--- src/rtl/ysyx_25070198_mem_arbiter.sv ---
// ysyx_25070198_mem_arbiter
//   Two-master, one-slave arbiter that lets the IFU and the LSU share the single pmem port.
//   Only one transaction is in flight at a time. Every transaction has a response timeout
//   that returns an error response when it expires.
//
// Parameters
//   ARB_MODE     0 = fixed priority (LSU wins a tie), 1 = round-robin (last granted loses a tie)
//   TIMEOUT_CYC  cycles spent in BUSY before an error response; 0 disables the timeout
//   CNT_W        timeout counter width; TIMEOUT_CYC must be below 2**CNT_W
//
// Ports
//   clk, rst                        clock, asynchronous active-low reset
//   ifu_reqValid/raddr              IFU read request (held until ifu_reqReady)
//   ifu_reqReady                    IFU request accepted this cycle
//   ifu_respValid/rdata/respErr     IFU response pulse, data, timeout error
//   lsu_reqValid/addr/wen/wdata/wmask  LSU request (held until lsu_reqReady)
//   lsu_reqReady                    LSU request accepted this cycle
//   lsu_respValid/rdata/respErr     LSU response pulse, data, timeout error
//   slv_reqValid/addr/wen/wdata/wmask  latched request to pmem, held until slv_respValid
//   slv_respValid/rdata             pmem response pulse and read data
module ysyx_25070198_mem_arbiter #(
    parameter int unsigned ARB_MODE    = 0,
    parameter int unsigned TIMEOUT_CYC = 255,
    parameter int unsigned CNT_W       = 8
) (
    input  logic        clk,
    input  logic        rst,

    input  logic        ifu_reqValid,
    input  logic [31:0] ifu_raddr,
    output logic        ifu_reqReady,
    output logic        ifu_respValid,
    output logic [31:0] ifu_rdata,
    output logic        ifu_respErr,

    input  logic        lsu_reqValid,
    input  logic [31:0] lsu_addr,
    input  logic        lsu_wen,
    input  logic [31:0] lsu_wdata,
    input  logic [3:0]  lsu_wmask,
    output logic        lsu_reqReady,
    output logic        lsu_respValid,
    output logic [31:0] lsu_rdata,
    output logic        lsu_respErr,

    output logic        slv_reqValid,
    output logic [31:0] slv_addr,
    output logic        slv_wen,
    output logic [31:0] slv_wdata,
    output logic [3:0]  slv_wmask,
    input  logic        slv_respValid,
    input  logic [31:0] slv_rdata
);

    typedef enum logic [1:0] {
        StIdle    = 2'd0,
        StBusyIfu = 2'd1,
        StBusyLsu = 2'd2
    } state_e;

    // Counter value in the last allowed BUSY cycle; meaningless when the timeout is disabled.
    localparam logic [CNT_W-1:0] TimeoutLast = CNT_W'(TIMEOUT_CYC - 1);
    localparam bit               TimeoutEn   = (TIMEOUT_CYC != 0);

    state_e           state_q, state_d;
    logic             last_lsu_q, last_lsu_d;  // 1: last grant went to the LSU
    logic [CNT_W-1:0] cnt_q, cnt_d;
    logic [31:0]      addr_q, addr_d;
    logic             wen_q, wen_d;
    logic [31:0]      wdata_q, wdata_d;
    logic [3:0]       wmask_q, wmask_d;

    logic grant_ifu, grant_lsu;
    logic busy, timeout_hit, done;

    // Grant is gated by rst so that every output reads 0 while reset is asserted.
    always_comb begin
        grant_ifu = 1'b0;
        grant_lsu = 1'b0;
        if (state_q == StIdle && rst) begin
            if (ifu_reqValid && lsu_reqValid) begin
                if (ARB_MODE == 0 || !last_lsu_q) begin
                    grant_lsu = 1'b1;
                end else begin
                    grant_ifu = 1'b1;
                end
            end else begin
                grant_ifu = ifu_reqValid;
                grant_lsu = lsu_reqValid;
            end
        end
    end

    assign busy        = (state_q != StIdle);
    assign timeout_hit = TimeoutEn && busy && (cnt_q == TimeoutLast);
    assign done        = busy && (slv_respValid || timeout_hit);

    always_comb begin
        state_d    = state_q;
        last_lsu_d = last_lsu_q;
        cnt_d      = cnt_q;
        addr_d     = addr_q;
        wen_d      = wen_q;
        wdata_d    = wdata_q;
        wmask_d    = wmask_q;
        unique case (state_q)
            StIdle: begin
                if (grant_lsu) begin
                    state_d    = StBusyLsu;
                    last_lsu_d = 1'b1;
                    cnt_d      = '0;
                    addr_d     = lsu_addr;
                    wen_d      = lsu_wen;
                    wdata_d    = lsu_wdata;
                    wmask_d    = lsu_wmask;
                end else if (grant_ifu) begin
                    state_d    = StBusyIfu;
                    last_lsu_d = 1'b0;
                    cnt_d      = '0;
                    addr_d     = ifu_raddr;
                    wen_d      = 1'b0;
                    wdata_d    = '0;
                    wmask_d    = '0;
                end
            end
            StBusyIfu, StBusyLsu: begin
                if (done) begin
                    state_d = StIdle;
                end else begin
                    cnt_d = cnt_q + 1'b1;
                end
            end
            default: state_d = StIdle;
        endcase
    end

    always_ff @(posedge clk or negedge rst) begin
        if (!rst) begin
            state_q    <= StIdle;
            last_lsu_q <= 1'b0;
            cnt_q      <= '0;
            addr_q     <= '0;
            wen_q      <= 1'b0;
            wdata_q    <= '0;
            wmask_q    <= '0;
        end else begin
            state_q    <= state_d;
            last_lsu_q <= last_lsu_d;
            cnt_q      <= cnt_d;
            addr_q     <= addr_d;
            wen_q      <= wen_d;
            wdata_q    <= wdata_d;
            wmask_q    <= wmask_d;
        end
    end

    assign ifu_reqReady = grant_ifu;
    assign lsu_reqReady = grant_lsu;

    assign slv_reqValid = busy;
    assign slv_addr     = addr_q;
    assign slv_wen      = wen_q;
    assign slv_wdata    = wdata_q;
    assign slv_wmask    = wmask_q;

    // A real response in the timeout cycle wins over the error.
    always_comb begin
        ifu_respValid = 1'b0;
        ifu_respErr   = 1'b0;
        ifu_rdata     = '0;
        lsu_respValid = 1'b0;
        lsu_respErr   = 1'b0;
        lsu_rdata     = '0;
        if (state_q == StBusyIfu) begin
            ifu_respValid = slv_respValid || timeout_hit;
            ifu_respErr   = timeout_hit && !slv_respValid;
            ifu_rdata     = slv_respValid ? slv_rdata : '0;
        end else if (state_q == StBusyLsu) begin
            lsu_respValid = slv_respValid || timeout_hit;
            lsu_respErr   = timeout_hit && !slv_respValid;
            lsu_rdata     = slv_respValid ? slv_rdata : '0;
        end
    end

endmodule

--- config.mk ---
export PLATFORM = sky130hd
export DESIGN_NAME = ysyx_25070198_mem_arbiter
export DESIGN_NICKNAME = d
export VERILOG_FILES = /design/src/rtl/ysyx_25070198_mem_arbiter.sv
export SDC_FILE = /design/constraint.sdc
export NUM_CORES = 1
export LEC_CHECK = 0
export BUFFER_PORTS_ARGS = -buffer_cell sky130_fd_sc_hd__buf_2
export CAP_MARGIN = 20
export CORE_AREA = 4 4 105 107
export CTS_CLUSTER_SIZE = 16
export DETAILED_ROUTE_END_ITERATION = 6
export DIE_AREA = 0 0 109 111
export PLACE_DENSITY = 0.77
export REMOVE_ABC_BUFFERS = 1
export SYNTH_ARGS = -nofsm -noshare
export SYNTH_HDL_FRONTEND = slang
export SYNTH_SLANG_ARGS = --single-unit
--- constraint.sdc ---
create_clock -name clk -period 3.2 [get_ports clk]
set_clock_uncertainty 0.2 [all_clocks]
set_input_delay 0.16 -clock clk [delete_from_list [all_inputs] [get_ports clk]]
set_output_delay 0.16 -clock clk [all_outputs]
set_load 0.05 [all_outputs]
* Word level (Yosys, flattened, before mapping)
Index checks and enable logic that the tools add are counted.
** Storage, ports and cells
- Register bits after elaboration :: 79
- Input port bits :: 138
** Cells by class
- Add/sub/neg operators :: 1
- Eq/ne operators :: 6
- Multiplexer cells :: 30
- Reduce and logical (&&, ||, !) cells :: 15
** Operator list (number)
- 32-bit 2-to-1 mux :: 8
- 8-bit 2-to-1 mux :: 3
- 8-bit case mux with 2 select lines :: 1
- 1-bit 2-to-1 mux :: 12
- 8-bit by 1-bit adder with 8-bit output, second input constant :: 1
- 8-bit == test, second input constant :: 1
- 4-bit 2-to-1 mux :: 2
- 2-bit 2-to-1 mux :: 3
- 2-bit nonzero test :: 3
- 1-bit logical AND :: 5
- 2-bit != test, second input constant :: 2
- 2-bit case mux with 2 select lines :: 1
- 2-bit AND reduction :: 2
- 3-bit != test, second input constant :: 1
- 3-bit AND reduction :: 1
- 2-bit by 1-bit == test with 1-bit output, second input constant :: 1
- 2-bit == test, second input constant :: 1
- 2-bit logical NOT :: 1
- 2-bit OR reduction :: 1
- 1-bit logical NOT :: 1
- 1-bit logical OR :: 1

* Logic depth before layout (Yosys ltp)
- Word-level depth :: 6
- Gate-level depth with buffers :: 8
- Gate-level depth less buffers :: 6

* Worst setup path after synthesis
No wires, ideal clock.
- Path type :: register to output
- Start point :: register cnt_q[0]
- End point :: output lsu_respValid
- Data arrival time :: 2173 ps
- Path slack :: 667 ps
- Cell stages (with the launch flop) :: 7
- Path through :: dfrtp_1 -> inv_1 -> ha_1 -> nand3_1 -> nor3_1 -> nor2_1 -> nor3b_1
** Between the ends
- Cells in the longest elaborated chain, start to end :: 5
** Ends and longest elaborated chain
- start: declaration :: RTL line 67 : logic [CNT_W-1:0] cnt_q, cnt_d;
- start signal: assignment :: RTL line 149 : cnt_q <= cnt_d;
- 8-bit == test :: RTL line 95 : assign timeout_hit = TimeoutEn && busy && (cnt_q == TimeoutLast);
- 1-bit logical AND :: RTL line 95
- 1-bit logical OR :: RTL line 179 : lsu_respValid = slv_respValid || timeout_hit;
- 1-bit 2-to-1 mux :: RTL line 178 : end else if (state_q == StBusyLsu) begin
- 1-bit 2-to-1 mux :: RTL line 174 : if (state_q == StBusyIfu) begin
- end: declaration :: RTL line 42 : output logic lsu_respValid,
Every way passes these cells.

* Worst setup path after layout
- Start point :: register state_q[1]
- End point :: register addr_q[12] (netlist: slv_addr[12])
** Between the ends
- Cells in the longest elaborated chain, start to end :: 5
** Ends and longest elaborated chain
- start: declaration :: RTL line 65 : state_e state_q, state_d;
- start signal: assignment :: RTL line 139 : state_q <= StIdle;
- start signal: assignment :: RTL line 147 : state_q <= state_d;
- 2-bit logical NOT *
- 1-bit logical AND :: RTL line 80 : if (state_q == StIdle && rst) begin
- 1-bit 2-to-1 mux :: RTL line 80
- 2-bit nonzero test (no source line)
- 2-bit AND reduction (no source line)
- end signal: assignment :: RTL line 150 : addr_q <= addr_d;
- end: declaration :: RTL line 68 : logic [31:0] addr_q, addr_d;
Mark *: on every way between the ends. The rest lies on a longest branch, timed or not.
A chain may end at the register's enable or synchronous reset.

==> flow_summary.json <==
{
  "clock_latency_ns": 0.33,
  "post_drt_via_cell_ratio": 4.95,
  "largest_net_degree_at_the_start_of_global_routing": 55,
  "cp_data_arrival_time_ns": 2.83,
  "power.share.switching": 0.543,
  "global_route.overflow_total": 0,
  "cts-htree-levels": 3,
  "fmax_mhz": 353,
  "core_mm2": 0.0101,
  "hold_depth": 3,
  "cp_slowest_cell": "sky130_fd_sc_hd__dlygate4sd3_1",
  "cp_slowest_stage_delay_ns": 0.60,
  "synth_top_flop_cell": "sky130_fd_sc_hd__dfrtp_1",
  "post-synth-top-count-cell": "sky130_fd_sc_hd__dfrtp_1",
  "finalSetupViolCount": 0,
  "synth_cell_types": 41,
  "post-dp-hpwl_mm": 9.44,
  "rsz0062_at_grt": "false",
  "ioPinCount": 278,
  "r2r_setup_slack_ns": 0.37,
  "fin_crit_sh": 0.885,
  "vias": 4352,
  "synth_area_per_cell_um2": 10.6,
  "finalCoreUtilization": 0.655,
  "cts_inserted_buffers": 9,
  "drt_iter0_markers": 250,
  "finish.net_count": 881,
  "ff2ff_path_depth": 8,
  "startpoint_type_of_the_worst_setup_path": "register",
  "synth.cell_area_mm2": 0.00393,
  "cts_root_buf": "sky130_fd_sc_hd__clkbuf_8",
  "crit_end": "slv_addr[12]$_DFFE_PN0P_",
  "maxCapViolations": 0,
  "detail_route.wl_per_cell_um": 16.5,
  "synth_largest_type_area_fraction": 0.503,
  "leakage_nw": 3.71,
  "worst_setup_path_startpoint": "state_q[1]$_DFFE_PN0P_",
  "worst_pin_slew_ns": 0.743,
  "timing.final.max_slew_violations": 0,
  "path_class": "reg2reg",
  "final-hold-violation-count": 0,
  "worstPathMaxFanout": 38,
  "drc": 0,
  "layoutNonFillerInstCount": 880,
  "grt_pass1_wl_mm": 22.7,
  "initial_core_util": 0.388,
  "count_of_mapped_cells_out_of_synthesis": 371,
  "synth.yosys.seq_area_share": 0.503,
  "netlist_top_cells_area": "sky130_fd_sc_hd__dfrtp_1, sky130_fd_sc_hd__a22o_1, sky130_fd_sc_hd__mux2i_1",
  "synth_warnings": 0,
  "end_kind": "register",
  "pwr_density_cell_mw_per_mm2": 953,
  "comb_power_share": 0.602,
  "first_global_vias": 4496,
  "groute.usage.overall": 0.239,
  "synth_edf_count": 0,
  "final_antenna_net_count": 0,
  "clock_power_share": 0.124,
  "worst_hold_path_type": "in2reg",
  "ys_ff_latch": 79,
  "outcome": "complete, no violations",
  "cts_sinks": 79,
  "post_route_cells_drive_above_1_share": 0.415,
  "cts_tree": "yes",
  "dieArea_mm2": 0.0121,
  "detail_route.wirelength_mm": 14.5,
  "seq_power_share": 0.274,
  "cts.clk_slew.worst_paths_ns": 0.08,
  "power.net_switching_w": 0.00344,
  "ys_top_cells_by_count": "sky130_fd_sc_hd__dfrtp_1, sky130_fd_sc_hd__a22o_1, sky130_fd_sc_hd__and3_1",
  "end_of_the_worst_register_to_register_path": "slv_addr[12]$_DFFE_PN0P_",
  "async_reset_ff_frac": 1.00,
  "area_growth_pct": 69.1,
  "worstPathRequired_ns": 3.20,
  "post_cts_resize_count": 0,
  "p_int_w": 0.00289,
  "synth_largest_area_cell": "sky130_fd_sc_hd__dfrtp_1",
  "detail_route.first_pass.iterations": 4,
  "worst_r2r_startpoint": "state_q[1]$_DFFE_PN0P_",
  "worst_slew_margin_rel": 0.505,
  "fp.dieW_um": 109,
  "timing.critical_path.cells": "inv_1, ha_1, nand3_1, inv_2, buf_12, mux2i_1, dlygate4sd3_1, o21ai_1",
  "ctsLongestPathBuffers": 2,
  "post-route-min-period_ns": 2.83,
  "place.port_buffers": 277,
  "floorplan.rows": 37,
  "fillCellCount": 778,
  "chipHeight_um": 111,
  "gp_congestion": 0.778,
  "grt_antenna_before_repair": 1,
  "ir_drop_v": 0.000572,
  "postCtsSetupBuffers": 0,
  "post-place-cells": 761
}
worst min-delay path by stage:
stage            startpoint                        to  slack, ns
5_1_grt        lsu_reqValid    state_q[0]$_DFFE_PN0P_       0.03
3_5_place_dp            rst  slv_addr[12]$_DFFE_PN0P_      -0.11
4_1_cts        lsu_reqValid    state_q[0]$_DFFE_PN0P_       0.04
3_3_place_gp            rst  slv_addr[20]$_DFFE_PN0P_      -0.11
2_1_floorplan           rst      cnt_q[0]$_DFFE_PN0P_      -0.34
6_report       lsu_reqValid    state_q[0]$_DFFE_PN0P_       0.05
area by class of cell:
cell class | instances | area [um2] | share of cell area
clock inverters | 4 | 51.3 | 0.00772
clock buffers | 12 | 165 | 0.0249
multi-input cells | 255 | 1770 | 0.267
repair buffers | 387 | 2480 | 0.374
diodes | 1 | 2.50 | 0.000377
inverters | 6 | 22.5 | 0.00339
well taps | 136 | 170 | 0.0256
flip-flops and latches | 79 | 1980 | 0.297
through the flow:
| step | TNS, ns | hold WS (ns) | total power [W] | setup slack, ns | instance area (um2) |
|---|---|---|---|---|---|
| final | 0 | 0.0496 | 0.00633 | 0.368 | 6650 |
| after global routing | 0 | 0.0297 | 0.00665 | 0.214 | 6640 |
| after CTS | 0 | 0.0362 | 0.00631 | 0.384 | 6640 |
| after detailed placement | 0 | -0.109 | 0.00536 | 0.809 | 5410 |
| after global placement | 0 | -0.108 | 0.00529 | 0.933 | 5410 |
| after floorplan | -121.48 | -0.336 | 0.00444 | -2.04 | 3770 |
registers in the layout, summed over array words and instances (netlist names):
signal	cells
state_q	2
slv_wen	1
slv_wdata	32
slv_wmask	4
cnt_q	8
slv_addr	32
routing by layer:
metal  wire, um  GRT usage
met2       7620      0.435
met4        337     0.0867
met3       1170     0.0565
met5          0          0
met1       5420      0.264
repair_timing:
item                                    4_1_cts  5_1_grt
hold buffers                                102        0
endpoints found under the hold margin        94        0
endpoints found under the setup margin        0        0
critical path, delay by kind of cell, from the launching register on:
family / cells / cell delay, ns
buffers and inverters: 4 / 1.29
AOI/OAI and AO/OA: 1 / 0.07
and+or+nand+nor: 1 / 0.16
muxes: 1 / 0.26
adders and majority gates: 1 / 0.29
DFF: 1 / 0.40
placed cells by master, fill, tap and decap left out, types with 3 or more instances in the layout:
cell	n
sky130_fd_sc_hd__a22o_1	40
sky130_fd_sc_hd__and2_1	32
sky130_fd_sc_hd__and3_1	35
sky130_fd_sc_hd__buf_2	276
sky130_fd_sc_hd__buf_4	8
sky130_fd_sc_hd__clkbuf_8	12
sky130_fd_sc_hd__dfrtp_1	79
sky130_fd_sc_hd__dlygate4sd3_1	102
sky130_fd_sc_hd__ha_1	5
sky130_fd_sc_hd__inv_1	5
sky130_fd_sc_hd__mux2i_1	32
sky130_fd_sc_hd__nand2_1	34
sky130_fd_sc_hd__nand3_1	8
sky130_fd_sc_hd__nand3b_1	3
sky130_fd_sc_hd__nor2_1	5
sky130_fd_sc_hd__o211ai_1	4
sky130_fd_sc_hd__o21ai_1	32
kinds of logic (layout without fill, tap and decap cells):
| family | after synthesis | count (layout) | synth area share |
|---|---|---|---|
| AO/OA/AOI/OAI | 89 | 89 | 0.167 |
| AND/OR/NAND/NOR | 128 | 128 | 0.184 |
| adder cells (fa/ha/maj) | 5 | 5 | 0.0159 |
| multiplexers | 33 | 33 | 0.0844 |
| buffers and inverters | 37 | 409 | 0.0455 |
| flip-flops | 79 | 79 | 0.503 |
| other | 0 | 1 | 0 |
power by group through the flow:
stage	clock, W	combinational [W]	sequential, W
floorplan	0	0.00125	0.00320
global placement	0	0.00358	0.00171
detailed placement	0	0.00364	0.00172
CTS	0.000806	0.00378	0.00172
global route	0.000855	0.00401	0.00179
finish	0.000785	0.00381	0.00174
(Power assumes the default switching activity.)
